File: src/rtl/station_pkg.sv
// Shared types and constants for the line-follower station sequencer.
package station_pkg;

    localparam int unsigned STN_W = 6;
    localparam int unsigned CMD_W = 8;
    localparam int unsigned ID_W  = 8;
    localparam int unsigned CNT_W = 4;

    localparam logic [1:0] CMD_GO   = 2'b01;
    localparam logic [1:0] CMD_STOP = 2'b00;

    typedef enum logic [1:0] {
        IDLE    = 2'd0,
        TRANSIT = 2'd1,
        FAULT   = 2'd2
    } state_t;

    // Host command payload as presented on cmd[7:0]
    typedef struct packed {
        logic [1:0]       op;
        logic [STN_W-1:0] stn;
    } cmd_t;

    // Station counter increment that sticks at all-ones
    function automatic logic [CNT_W-1:0] sat_inc(input logic [CNT_W-1:0] v);
        return (v == '1) ? v : v + CNT_W'(1);
    endfunction

endpackage

File: src/rtl/station_wdog.sv
// No-station watchdog: saturating counter, cleared on a station read,
// advanced while the robot is actually moving.
module station_wdog #(
    parameter int unsigned TMO_W = 26
) (
    input  logic clk,
    input  logic rst_n,
    input  logic clr_i,
    input  logic inc_i,
    output logic expired_c
);

    logic [TMO_W-1:0] cnt_q;
    logic [TMO_W-1:0] cnt_d;

    // Next count: clear dominates, otherwise count up and hold at all-ones
    always_comb begin
        cnt_d = cnt_q;
        if (clr_i) begin
            cnt_d = '0;
        end else if (inc_i && (cnt_q != '1)) begin
            cnt_d = cnt_q + TMO_W'(1);
        end
    end

    // Counter register
    always_ff @(posedge clk or negedge rst_n) begin
        if (!rst_n) begin
            cnt_q <= '0;
        end else begin
            cnt_q <= cnt_d;
        end
    end

    // Fires on the moving cycle that brings the count to all-ones
    assign expired_c = inc_i && !clr_i && (cnt_d == '1);

endmodule

File: src/rtl/station_ctrl.sv
// Navigation sequencer: latches a destination from host GO/STOP commands,
// consumes barcode station reads while travelling, and stops on arrival,
// on STOP, or on a no-station watchdog fault.
// Optional build macro OBSTACLE_BUZZ_EN enables the obstacle buzzer divider.
module station_ctrl
    import station_pkg::*;
#(
    parameter int unsigned TMO_W      = 26,
    parameter int unsigned BUZZ_DIV_W = 15
) (
    input  logic             clk,
    input  logic             rst_n,
    input  logic [CMD_W-1:0] cmd,
    input  logic             cmd_rdy,
    output logic             clr_cmd_rdy,
    input  logic [ID_W-1:0]  ID,
    input  logic             ID_vld,
    output logic             clr_ID_vld,
    input  logic             OK2Move,
    output logic             go,
    output logic             in_transit,
    output logic             timeout,
    output logic [CNT_W-1:0] stn_cnt,
    output logic             buzz_en
);

    state_t            state_q;
    logic [STN_W-1:0]  dest_q;
    logic              clr_cmd_q;
    logic              clr_id_q;
    logic              go_q;
    logic              in_transit_q;
    logic              timeout_q;
    logic [CNT_W-1:0]  stn_cnt_q;

    cmd_t              cmd_s;
    logic              take_cmd_c;
    logic              take_id_c;
    logic              is_go_c;
    logic              is_stop_c;
    logic              id_match_c;
    logic              wd_clr_c;
    logic              wd_inc_c;
    logic              wd_expired_c;
    logic              unused_id_hi;

    assign cmd_s = cmd_t'(cmd);

    // A request is new unless we are pulsing its clear right now; the source
    // only drops rdy the cycle after it sees the clear.
    assign take_cmd_c = cmd_rdy && !clr_cmd_q;
    assign take_id_c  = ID_vld && !clr_id_q;
    assign is_go_c    = take_cmd_c && (cmd_s.op == CMD_GO);
    assign is_stop_c  = take_cmd_c && (cmd_s.op == CMD_STOP);
    assign id_match_c = take_id_c && (ID[STN_W-1:0] == dest_q);

    // Only the low station bits of a barcode read are meaningful
    assign unused_id_hi = ^ID[ID_W-1:STN_W];

    // Watchdog restarts on departure and on every station read in transit
    assign wd_clr_c = ((state_q == IDLE) && is_go_c) ||
                      ((state_q == TRANSIT) && take_id_c);
    assign wd_inc_c = (state_q == TRANSIT) && OK2Move;

    station_wdog #(
        .TMO_W (TMO_W)
    ) u_wdog (
        .clk       (clk),
        .rst_n     (rst_n),
        .clr_i     (wd_clr_c),
        .inc_i     (wd_inc_c),
        .expired_c (wd_expired_c)
    );

    // Sequencer state, handshake pulses and registered status outputs
    always_ff @(posedge clk or negedge rst_n) begin
        if (!rst_n) begin
            state_q      <= IDLE;
            dest_q       <= '0;
            clr_cmd_q    <= 1'b0;
            clr_id_q     <= 1'b0;
            go_q         <= 1'b0;
            in_transit_q <= 1'b0;
            timeout_q    <= 1'b0;
            stn_cnt_q    <= '0;
        end else begin
            clr_cmd_q <= take_cmd_c;
            clr_id_q  <= take_id_c;
            case (state_q)
                IDLE: begin
                    go_q <= 1'b0;
                    if (is_go_c) begin
                        dest_q       <= cmd_s.stn;
                        stn_cnt_q    <= '0;
                        in_transit_q <= 1'b1;
                        state_q      <= TRANSIT;
                    end
                end
                TRANSIT: begin
                    go_q <= OK2Move;
                    if (take_id_c) begin
                        stn_cnt_q <= sat_inc(stn_cnt_q);
                    end
                    // A command seen with a station read decides the outcome
                    if (is_stop_c) begin
                        in_transit_q <= 1'b0;
                        go_q         <= 1'b0;
                        state_q      <= IDLE;
                    end else if (wd_expired_c) begin
                        timeout_q    <= 1'b1;
                        in_transit_q <= 1'b0;
                        go_q         <= 1'b0;
                        state_q      <= FAULT;
                    end else if (is_go_c) begin
                        dest_q    <= cmd_s.stn;
                        stn_cnt_q <= '0;
                    end else if (id_match_c) begin
                        in_transit_q <= 1'b0;
                        go_q         <= 1'b0;
                        state_q      <= IDLE;
                    end
                end
                FAULT: begin
                    go_q <= 1'b0;
                    if (is_stop_c) begin
                        timeout_q <= 1'b0;
                        state_q   <= IDLE;
                    end
                end
                default: begin
                    go_q         <= 1'b0;
                    in_transit_q <= 1'b0;
                    timeout_q    <= 1'b0;
                    state_q      <= IDLE;
                end
            endcase
        end
    end

    assign clr_cmd_rdy = clr_cmd_q;
    assign clr_ID_vld  = clr_id_q;
    assign go          = go_q;
    assign in_transit  = in_transit_q;
    assign timeout     = timeout_q;
    assign stn_cnt     = stn_cnt_q;

`ifdef OBSTACLE_BUZZ_EN
    logic [BUZZ_DIV_W-1:0] div_q;
    logic                  buzz_q;

    // Buzzer divider runs only while blocked in transit; toggles on wrap
    always_ff @(posedge clk or negedge rst_n) begin
        if (!rst_n) begin
            div_q  <= '0;
            buzz_q <= 1'b0;
        end else if ((state_q == TRANSIT) && !OK2Move) begin
            div_q <= div_q + BUZZ_DIV_W'(1);
            if (div_q == '1) begin
                buzz_q <= !buzz_q;
            end
        end else begin
            div_q  <= '0;
            buzz_q <= 1'b0;
        end
    end

    assign buzz_en = buzz_q;
`else
    // Buzzer absent: output tied low, divider width still elaborated
    assign buzz_en = |{BUZZ_DIV_W{1'b0}};
`endif

endmodule

File: config.mk
export PLATFORM = sky130hd
export DESIGN_NAME = station_ctrl
export DESIGN_NICKNAME = d
export VERILOG_FILES = /design/src/rtl/station_pkg.sv /design/src/rtl/station_wdog.sv /design/src/rtl/station_ctrl.sv
export SDC_FILE = /design/constraint.sdc
export NUM_CORES = 1
export LEC_CHECK = 0
export CORE_AREA = 2 2 78 80
export DETAILED_ROUTE_END_ITERATION = 8
export DIE_AREA = 0 0 80 82
export GPL_ROUTABILITY_DRIVEN = 1
export PLACE_DENSITY = 0.72
export RECOVER_POWER = 25
export SLEW_MARGIN = 20
export SYNTH_ARGS = -nofsm -noshare
export SYNTH_HDL_FRONTEND = slang
export SYNTH_SLANG_ARGS = --single-unit
File: constraint.sdc
create_clock -name clk -period 3 [get_ports clk]
set_input_delay 0.6 -clock clk [delete_from_list [all_inputs] [get_ports clk]]
set_output_delay 0.6 -clock clk [all_outputs]
set_load 0.005 [all_outputs]
# Word-level counts from Yosys, hierarchy flattened
# Cells that the tools add are included.
# totals
reg_bits	43
# op_classes
n_mux	35
n_bitwise	2
reduce_logical	23
n_eq_ne	14
addsub	2
# ops
cell	n
$mux 26	2
$add 26x1->26 const B	1
$eq 26x26->1 const B	1
$ne 26x26->1 const B	1
$mux 4	6
$mux 6	3
$mux 1	13
$mux 2	6
$pmux 6 s2	1
$reduce_and 4->1	3
$logic_and 1x1->1	11
$ne 2x2->1 const B	4
$ne 4x3->1 const B	2
$pmux 4 s2	1
$eq 6x6->1	1
$pmux 1 s3	2
$pmux 2 s3	1
$add 4x1->4 const B	1
$eq 2x1->1 const B	2
$eq 4x4->1 const B	1
$logic_not 2->1	2
$logic_not 1->1	3
$reduce_and 3->1	1
$eq 2x2->1 const B	1
other kinds (5)	6

# Logic depth before layout (Yosys ltp)
# Gate-level depths: netlist of the first run.
# logic_depth
word_depth	11
ltp_mapped	11

# Hierarchy
# From an unflattened synthesis of the first run, not the netlist that was laid out.
# hier_totals
cells_unflattened	278
area_unflattened_um2	2577.5
# modules_own_cells
module	cells_per_inst	area_per_inst_um2	n_inst
station_wdog	180	1671.6	1
station_ctrl	98	905.9	1

# Worst setup path before layout of the first run
# OpenSTA, ideal clock, no wires.
# synth_timing
path_type	register to register
start	register u_wdog.cnt_q[0]
end	register dest_q[0]
setup_slack_ps	164
path_stages_with_launch	12
synth_period_minus_slack_ps	2836
arrival_ps	2712
path_cell_list	dfrtp_1 > ha_1 > nand4_1 > nor4_1 > a21oi_1 > buf_2 > nand4_1 > xor2_1 > nor3_1 > nand4b_4 > nand2_4 > mux2_2
# synth_between
elab_chain_len	8
# synth_lines
item	line	rtl
start, declared	station_wdog.sv:13	logic [TMO_W-1:0] cnt_q;
start signal, assigned	station_wdog.sv:31	cnt_q <= cnt_d;
parallel branches: the longest is 2 deep, another holds $add 26x1->26	--	
$mux 26 (*)	station_wdog.sv:21	end else if (inc_i && (cnt_q != '1)) begin
$mux 26 (*)	station_wdog.sv:19	if (clr_i) begin
$eq 26x26->1 (*)	station_wdog.sv:36	assign expired_c = inc_i && !clr_i && (cnt_d == '1);
$logic_and 1x1->1 (*)	station_wdog.sv:36	
$ne 2x2->1 (no source line) (*)	--	
$reduce_and 3->1 (no source line) (*)	--	
end signal, assigned	station_ctrl.sv:93	dest_q <= cmd_s.stn;
end signal, assigned	station_ctrl.sv:115	dest_q <= cmd_s.stn;
end, declared	station_ctrl.sv:28	logic [STN_W-1:0] dest_q;
# Every way passes the cells marked *.
# A chain may end at the register's enable or synchronous reset.

# Worst setup path after layout of the first run
# layout_timing
start	input OK2Move
end	register dest_q[4]
# layout_between
elab_chain_len	8
# layout_lines
item	line	rtl
start, declared	station_ctrl.sv:19	input logic OK2Move,
$logic_and 1x1->1 (*)	station_ctrl.sv:63	assign wd_inc_c = (state_q == TRANSIT) && OK2Move;
$logic_and 1x1->1	station_wdog.sv:21	
$mux 26	station_wdog.sv:21	
$mux 26	station_wdog.sv:19	
$eq 26x26->1	station_wdog.sv:36	
$logic_and 1x1->1 (*)	station_wdog.sv:36	
$ne 2x2->1 (no source line) (*)	--	
$reduce_and 3->1 (no source line) (*)	--	
# Every way passes the cells marked *; elsewhere a longest branch is shown, timed or not.

==> impl_metrics.py, run 1 <==
metrics = {
    "cells_and_area": {
        "syn_to_final_growth_pct": 33.80,
        "antenna_cells": 0,
        "postLayoutCellArea_sq_um": 3353,
        "fillers": 504,
        "final_util_pct": 58.36,
        "nets": 356,
        "drive_gt1_share_pct": 23.35,
        "layout_commonest_cell": "buf_4",
        "layout_common_cells": "buf_4, dfrtp_1, nor2_1",
    },
    "outcome": {
        "status": "finished, final reports clean",
    },
    "timing": {
        "worst_pin_slew_ns": 1.279,
        "report.final.hold_viol_count": 0,
        "skew_ns": 0.01288,
        "slew_violations": 0,
        "finalCritPeriodShare_pct": 97.18,
        "finalSetupViolCount": 0,
        "relSlewSlack_pct": 14.70,
        "max_freq_ghz": 0.3430,
        "period_needed_ns": 2.915,
    },
    "synthesis": {
        "synth-compound-area-share_pct": 10.73,
        "synthCells": 263,
        "synthesis.area_sq_um": 2506,
        "synth_area_per_cell_sq_um": 9.529,
        "ys_seq_area_share_pct": 42.94,
        "synth_edf_count": 0,
        "ys_warn_count": 0,
        "ys.flop_type": "dfrtp_1",
        "ys_ff_latch": 43,
        "synth-simple-area-share_pct": 30.85,
        "synth_xor_area_share_pct": 8.387,
        "synth-async-reset-ratio_pct": 100.0,
        "synth_fa_ha_area_share_pct": 0.9985,
        "synth_top_family_by_area": "simple AND/OR/NAND/NOR gates",
        "synth.distinct_cells": 59,
        "synthesis.nets": 286,
        "synthMuxAreaShare_pct": 3.095,
    },
    "setup_path": {
        "r2r_slack_ns": 0.14,
        "worst_ep_required_time_ns": 3.19,
        "crit_type": "primary input to flip-flop",
        "worstSetupStartpoint": "OK2Move",
        "startpoint_type": "primary input",
        "r2r-start": "u_wdog.cnt_q[22]",
        "cp_max_fo": 6,
        "endpoint_kind": "flip-flop",
        "worstPathArrival_ns": 3.10,
    },
    "die": {
        "die_width_microns": 80,
        "coreArea_sq_um": 5746,
        "die_h_microns": 82,
        "rows": 28,
        "die-area_sq_um": 6560,
        "initial_core_util_pct": 43.62,
        "pin_count": 31,
    },
    "detailed_routing": {
        "dr.pass1.iters": 4,
        "totalWireLength_microns": 6074,
        "dr.first_iter.drc_count": 193,
        "viasPerCell": 5.538,
        "vias": 2265,
        "wl_per_cell_microns": 14.85,
        "drcViolationCount": 0,
        "antenna_left": 0,
    },
    "placed_design": {
        "io_buffer_count": 27,
        "gp_congestion": 0.8771,
        "placed_area_sq_um": 3149,
        "post-dp-hpwl_microns": 4390,
    },
    "clocking": {
        "clkTransAtPathRegs_ns": 0.08,
        "cts_buffer_depth": 2,
        "cts_htree_levels": 2,
        "clk_latency_ns": 0.30,
        "cts.sinks": 43,
        "cts_tree": "yes",
        "cts_buffers": 5,
        "cts_root_buf": "clkbuf_8",
    },
    "grt": {
        "antenna_found_initial": 0,
        "grt_max_degree": 44,
        "grt_pass1_vias": 2144,
        "grt_pass1_wl_microns": 9922,
        "grt_overflow": 0,
        "grt_usage_pct": 19.66,
    },
    "power": {
        "powerDensity_nw_per_um2": 456.7,
        "ir_drop_uv": 248.8,
        "leakage_nw": 1.502,
    },
    "worst_hold_path": {
        "hold_class": "flip-flop to flip-flop",
        "min_from": "timeout",
    },
    "flow_run": {
        "drv_cap": 0,
    },
}
-- critical path: stages --
cell and delay, ns:
clkdlybuf4s50_1 0.47, nand3b_1 0.16, or2_2 0.34, or4_4 0.53, a22oi_2 0.17, nand4_1 0.13
nand4b_4 0.23, nand2_4 0.13, mux2_2 0.34
-- power breakdown --
part | internal (mW) | total [mW] | switching (mW)
registers | 0.638 | 0.685 | 0.0469
clock network | 0.248 | 0.455 | 0.207
logic | 0.214 | 0.392 | 0.178
total | 1.10 | 1.53 | 0.432
-- synthesized netlist by cell type (2+ instances only) --
cell | count | area, sq um
dfrtp_1 | 43 | 1076
nor2_1 | 37 | 138.9
nand2_1 | 17 | 63.81
xor2_1 | 17 | 148.9
nand3_1 | 11 | 55.05
nand4_1 | 11 | 68.82
a21oi_1 | 9 | 45.04
nor4_1 | 8 | 50.05
o21ai_0 | 8 | 40.04
inv_1 | 7 | 26.28
xnor2_1 | 7 | 61.31
clkbuf_1 | 6 | 22.52
mux2_2 | 6 | 67.56
and3_1 | 5 | 31.28
nor2b_1 | 5 | 31.28
nand2b_1 | 4 | 25.02
nand3b_1 | 4 | 30.03
nor3_1 | 4 | 20.02
a31oi_1 | 3 | 18.77
and4_1 | 3 | 26.28
buf_2 | 3 | 15.01
a32o_1 | 2 | 20.02
ha_1 | 2 | 25.02
nand4b_1 | 2 | 17.52
nor3b_1 | 2 | 15.01
nor4_2 | 2 | 25.02
o22ai_1 | 2 | 12.51
or3_1 | 2 | 12.51
-- through the flow --
step / hold WS (ns) / TNS (ns) / power [mW] / setup WS [ns] / std cells
floorplan: 0.3044 / 0 / 0.8848 / 0.1636 / 263
global placement: 0.4809 / -1.925 / 1.066 / -0.2082 / 398
detailed placement: 0.4992 / -1.728 / 1.079 / -0.1937 / 398
CTS: 0.4861 / 0 / 1.535 / 0.07727 / 406
global route: 0.5541 / -0.1523 / 1.623 / -0.02772 / 409
finish: 0.5123 / 0 / 1.532 / 0.08455 / 409
-- timing repair --
action,4_1_cts,5_1_grt
hold buffers,0,0
gates resized for setup,0,9
setup buffers,0,2
endpoints found under the setup margin,0,12
-- sequential cells by signal, summed over array words and instances, names as in the netlist --
register and flops:
go 1, state_q 2, clr_ID_vld 1, timeout 1, clr_cmd_rdy 1, stn_cnt 4, u_wdog.cnt_q 26, dest_q 6
in_transit 1
-- area by class of cell --
| type | instances | area (sq um) | area share, % |
|---|---|---|---|
| clock buffers | 5 | 68.82 | 2.052 |
| multi-input cells | 203 | 1411 | 42.09 |
| clock inverters | 3 | 43.79 | 1.306 |
| repair buffers | 73 | 633.1 | 18.88 |
| well taps | 75 | 93.84 | 2.799 |
| flip-flops and latches | 43 | 1076 | 32.09 |
| inverters | 7 | 26.28 | 0.7836 |
-- worst paths after layout --
path	to	depth (start not counted)
min in group asynchronous	state_q[0]	1
max in group asynchronous	u_wdog.cnt_q[6]	1
setup reg to reg	dest_q[4]	9
hold reg to reg	timeout	2
setup / recovery	dest_q[4]	9
hold / removal	timeout	2
-- kinds of logic (layout without fill, tap and decap cells) --
family,count (synthesis),count (layout)
simple gates,129,129
flops,43,43
compound gates,40,40
xor+xnor,24,24
buf+inv,17,88
mux,7,7
fa+ha+maj,2,2
other cells,1,1
-- layer usage --
layer | global-route usage, % | wire length, microns | up-vias
met1 | 26.12 | 2769 | 1086
met5 | 0 | 0 | -
li1 | - | - | 1102
met4 | 7.966 | 114 | 0
met3 | 3.626 | 292 | 9
met2 | 31.83 | 2897 | 68
(Power assumes the default switching activity.)
==> run 2: changes to the inputs <==
- CTS_BUF_LIST: not set -> sky130_fd_sc_hd__clkbuf_16
- SETUP_SLACK_MARGIN: not set -> 0.5
==> impl_metrics.py, run 2 (same netlist as run 1, synthesis figures left out) <==
metrics = {
    "outcome": {
        "status": "complete, but fails checks",
        "violations": "capacitance limit, slew limit",
    },
    "power": {
        "powerDensity_nw_per_um2": 478.9,
        "ir_drop_uv": 329.2,
        "leakage_nw": 1.656,
        "p_total_mw": 1.760,
    },
    "die": {
        "pin_count": 31,
        "rows": 28,
        "die_h_microns": 82,
        "die-area_sq_um": 6560,
        "die_width_microns": 80,
        "coreArea_sq_um": 5746,
        "initial_core_util_pct": 43.62,
    },
    "cells_and_area": {
        "largest_reg_flops": 26,
        "postLayoutCellArea_sq_um": 3675,
        "stdcell_count": 422,
        "final_util_pct": 63.96,
        "antenna_cells": 0,
        "syn_to_final_growth_pct": 46.63,
        "regMostFlops": "u_wdog.cnt_q",
        "layout_commonest_cell": "buf_4",
        "nets": 369,
        "drive_gt1_share_pct": 32.28,
        "layout_common_cells": "buf_4, dfrtp_1, nor2_1",
    },
    "setup_path": {
        "critPathMaxStageDelay_ns": 0.49,
        "r2r_slack_ns": 0.15,
        "path_buf_inv": 2,
        "cp_max_fo": 6,
        "crit_type": "flip-flop to flip-flop",
        "crit_path_frequent_cell": "nand4_1",
        "worst_ep_required_time_ns": 3.18,
        "cpMaxStageDelayCell": "or4_4",
        "endpoint_kind": "flip-flop",
        "path_cells": "ha_4 -> nand4_1 -> buf_6 -> nor2_4 -> nor4b_4 -> buf_4 -> or4_4 -> a22oi_2 -> nand4_1 -> nand4b_4 -> nand2_4 -> mux2_4",
        "startpoint_type": "flip-flop",
        "worstPathArrival_ns": 3.03,
        "crit_family": "simple AND/OR/NAND/NOR gates",
    },
    "detailed_routing": {
        "antenna_left": 0,
        "viasPerCell": 5.536,
        "wl_per_cell_microns": 15.72,
        "dr.pass1.iters": 4,
        "drcViolationCount": 0,
        "vias": 2336,
        "dr.first_iter.drc_count": 122,
        "totalWireLength_microns": 6633,
    },
    "clocking": {
        "cts_buffer_depth": 2,
        "cts_htree_levels": 2,
        "cts_buffers": 5,
        "clkTransAtPathRegs_ns": 0.07,
        "clk_latency_ns": 0.29,
        "cts.sinks": 43,
        "cts_root_buf": "clkbuf_16",
        "cts_tree": "yes",
    },
    "worst_hold_path": {
        "hold_class": "flip-flop to flip-flop",
    },
    "timing": {
        "slew_violations": 29,
        "finalCritPeriodShare_pct": 94.93,
        "setup_ws_ns": 0.1520,
        "worst_pin_slew_ns": 1.513,
        "relSlewSlack_pct": -0.8919,
        "skew_ns": 0.007605,
        "period_needed_ns": 2.848,
        "rsz0062_at_grt": "yes",
        "holdWs_ns": 0.4877,
        "finalSetupViolCount": 0,
        "setup-tns-final_ns": 0,
        "report.final.hold_viol_count": 0,
        "max_freq_ghz": 0.3511,
    },
    "placed_design": {
        "post-dp-hpwl_microns": 4402,
        "post-place-cells": 389,
        "io_buffer_count": 27,
        "placed_area_sq_um": 3162,
        "gp_congestion": 0.8438,
        "dpl_worst_slack_ns": -0.2609,
    },
    "grt": {
        "busiest_layer": "met2",
        "grt_max_degree": 29,
        "met3_usage_pct": 5.165,
        "grt_pass1_vias": 2297,
        "grt_usage_pct": 21.91,
        "antenna_found_initial": 0,
        "grt_pass1_wl_microns": 10930,
        "use_met2_pct": 36.75,
        "gr-usage-met1_pct": 27.34,
        "grt_overflow": 0,
    },
    "flow_run": {
        "drv_cap": 1,
    },
}
## run 2: changes by cell type in the layout (fill, tap and decap cells not counted), sizes merged
cell	delta
clkdlybuf4s50	-1
clkinv	-1
dlygate4sd2	+1
inv	+1
buf	+13
## run 2: final timing paths
check	start	endpoint	cells past startpoint
worst max-delay path	u_wdog.cnt_q[1]	dest_q[0]	12
worst min register to register	timeout	timeout	2
max in group asynchronous	rst_n	u_wdog.cnt_q[9]	2
worst min-delay path	timeout	timeout	2
worst max register to register	u_wdog.cnt_q[1]	dest_q[0]	12
min in group asynchronous	rst_n	u_wdog.cnt_q[0]	1
## run 2: timing repair
action                     CTS  global route
hold endpoints to repair     0             0
hold buffers                 0             0
gates resized for setup     26            10
buffers inserted            16             9
pin swaps                   12            11
setup endpoints to repair   15            15
## run 2: cell type report
cell class	instances	area [sq um]
Timing Repair Buffer	86	728.2
Clock inverter	3	47.55
Multi-Input combinational cell	203	1570
Tap cell	75	93.84
Sequential cell	43	1084
Clock buffer	5	125.1
Fill cell	464	2071
Inverter	7	26.28
## run 2: per-layer routing
metal | share of wire, % | up-vias
met3 | 4.7 | 12
li1 | - | 1117
met1 | 42 | 1132
met4 | 2.0 | 0
met2 | 52 | 75
met5 | 0 | -
## run 2: tightest hold or removal path, cell delays in order, from the launching register on
cell and delay [ns]:
dfrtp_1 0.35, nand2_1 0.05, o21ai_0 0.06
## run 2: report_power, final
| group | switching, mW | total (mW) | internal (mW) |
|---|---|---|---|
| clock | 0.240 | 0.637 | 0.397 |
| sequential | 0.0610 | 0.703 | 0.642 |
| combinational | 0.179 | 0.420 | 0.241 |
| total | 0.480 | 1.76 | 1.28 |
==> run 3: changes to the inputs <==
- PLACE_DENSITY: 0.72 -> 0.76
==> impl_metrics.py, run 3 (same netlist as run 1, synthesis figures left out) <==
metrics = {
    "clocking": {
        "cts_htree_levels": 2,
        "clkTransAtPathRegs_ns": 0.06,
        "cts_root_buf": "clkbuf_16",
        "cts.sinks": 43,
        "cts_buffers": 5,
        "cts_buffer_depth": 2,
        "clk_latency_ns": 0.29,
        "cts_tree": "yes",
    },
    "grt": {
        "met3_usage_pct": 4.286,
        "grt_pass1_vias": 2417,
        "grt_max_degree": 24,
        "antenna_found_initial": 0,
        "grt_pass1_wl_microns": 11380,
        "busiest_layer": "met2",
        "grt_usage_pct": 22.54,
        "grt_overflow": 0,
        "use_met2_pct": 40.50,
        "gr-usage-met1_pct": 25.23,
    },
    "timing": {
        "holdWs_ns": 0.4994,
        "rsz0062_at_grt": "yes",
        "period_needed_ns": 2.799,
        "report.final.hold_viol_count": 0,
        "max_freq_ghz": 0.3572,
        "finalCritPeriodShare_pct": 93.31,
        "slew_violations": 0,
        "relSlewSlack_pct": 15.84,
        "setup-tns-final_ns": 0,
        "worst_pin_slew_ns": 1.262,
        "finalSetupViolCount": 0,
        "skew_ns": 0.008460,
    },
    "die": {
        "rows": 28,
        "pin_count": 31,
        "die-area_sq_um": 6560,
        "initial_core_util_pct": 43.62,
        "die_width_microns": 80,
        "coreArea_sq_um": 5746,
        "die_h_microns": 82,
    },
    "setup_path": {
        "path_cells": "dlygate4sd3_1 -> and4bb_2 -> o2bb2ai_4 -> buf_6 -> nor4_4 -> and4b_2 -> nand4b_4 -> nand2_4 -> mux2_4",
        "cpMaxStageDelayCell": "dlygate4sd3_1",
        "r2r-start": "u_wdog.cnt_q[13]",
        "crit_type": "primary input to flip-flop",
        "critPathMaxStageDelay_ns": 0.55,
        "r2r_cells": 11,
        "r2r_slack_ns": 0.22,
        "startpoint_type": "primary input",
        "endpoint_kind": "flip-flop",
        "r2r_end": "dest_q[0]",
        "cp_max_fo": 8,
        "worstPathArrival_ns": 2.97,
        "worst_ep_required_time_ns": 3.17,
    },
    "power": {
        "leakage_nw": 1.663,
        "p_total_mw": 1.679,
        "ir_drop_uv": 251.5,
        "powerDensity_nw_per_um2": 458.8,
    },
    "detailed_routing": {
        "dr.pass1.iters": 5,
        "dr.first_iter.drc_count": 192,
        "vias": 2380,
        "antenna_left": 0,
        "drcViolationCount": 0,
        "wl_per_cell_microns": 16.31,
        "totalWireLength_microns": 6884,
        "viasPerCell": 5.640,
    },
    "flow_run": {
        "drv_cap": 0,
    },
    "worst_hold_path": {
        "whs_endpoint": "timeout",
        "holdPathStages": 2,
        "hold_class": "flip-flop to flip-flop",
        "min_from": "timeout",
    },
    "cells_and_area": {
        "antenna_cells": 0,
        "final_util_pct": 63.68,
        "layout_common_cells": "buf_4, nor2_1, dfrtp_1",
        "regMostFlops": "u_wdog.cnt_q",
        "nets": 369,
        "stdcell_count": 422,
        "largest_reg_flops": 26,
        "layout_commonest_cell": "buf_4",
        "syn_to_final_growth_pct": 45.98,
        "drive_gt1_share_pct": 33.43,
    },
    "outcome": {
        "status": "finished, final reports clean",
    },
    "placed_design": {
        "post-dp-hpwl_microns": 4419,
        "post-place-cells": 388,
        "io_buffer_count": 27,
        "gp_congestion": 0.8912,
    },
}
-- run 3: changes by cell type in the layout (fill, tap and decap cells not counted), sizes merged --
cell           delta
dlygate4sd3       +1
inv               -1
clkinv            +1
clkdlybuf4s50     -1
clkinvlp          +1
bufinv            -1
-- run 3: critical path: cells and delay by family --
family,cells,cell delay (ns)
compound gates,1,0.20
buf+inv,2,0.71
mux,1,0.31
simple gates,5,1.15
-- run 3: layer usage --
metal	up-vias	share of wire, %
li1	1126	-
met2	89	52
met4	0	3.7
met5	-	0
met3	22	4.6
met1	1143	40
-- run 3: cell type report --
cell class,instances,area (sq um)
multi-input cells,203,1582
fillers,470,2087
well taps,75,93.84
clock inverters,3,20.02
flip-flops and latches,43,1087
inverters,7,26.28
clock buffers,5,125.1
repair buffers,86,724.4
-- run 3: power breakdown --
| group | leakage, nW | total (mW) | internal [mW] | switching (mW) |
|---|---|---|---|---|
| sequential | 0.559 | 0.705 | 0.642 | 0.0632 |
| combinational | 1.04 | 0.433 | 0.242 | 0.191 |
| clock | 0.0674 | 0.541 | 0.307 | 0.234 |
| total | 1.66 | 1.68 | 1.19 | 0.488 |
-- run 3: metrics by stage --
step | setup WS (ns) | instance area [sq um]
6_report | 0.2006 | 3659
5_1_grt | 0.1221 | 3659
4_1_cts | 0.2967 | 3641
3_5_place_dp | -0.2144 | 3154
3_3_place_gp | -0.1603 | 3154
2_1_floorplan | 0.3880 | 2591
-- run 3: worst max path at each step --
stage	slack, ns	cells after the start	endpoint	startpoint
after global routing	0.12	9	dest_q[5]	u_wdog.cnt_q[17]
after detailed placement	-0.21	11	dest_q[5]	OK2Move
after global placement	-0.16	11	dest_q[2]	OK2Move
after floorplan	0.39	9	dest_q[0]	u_wdog.cnt_q[1]
after CTS	0.30	11	dest_q[0]	u_wdog.cnt_q[13]
final	0.20	9	dest_q[0]	cmd_rdy
-- run 3: repair_timing --
action | CTS | global route
setup buffers | 24 | 2
hold buffers | 0 | 0
resized for setup | 40 | 3
pin swaps | 26 | 1
setup endpoints to repair | 15 | 15
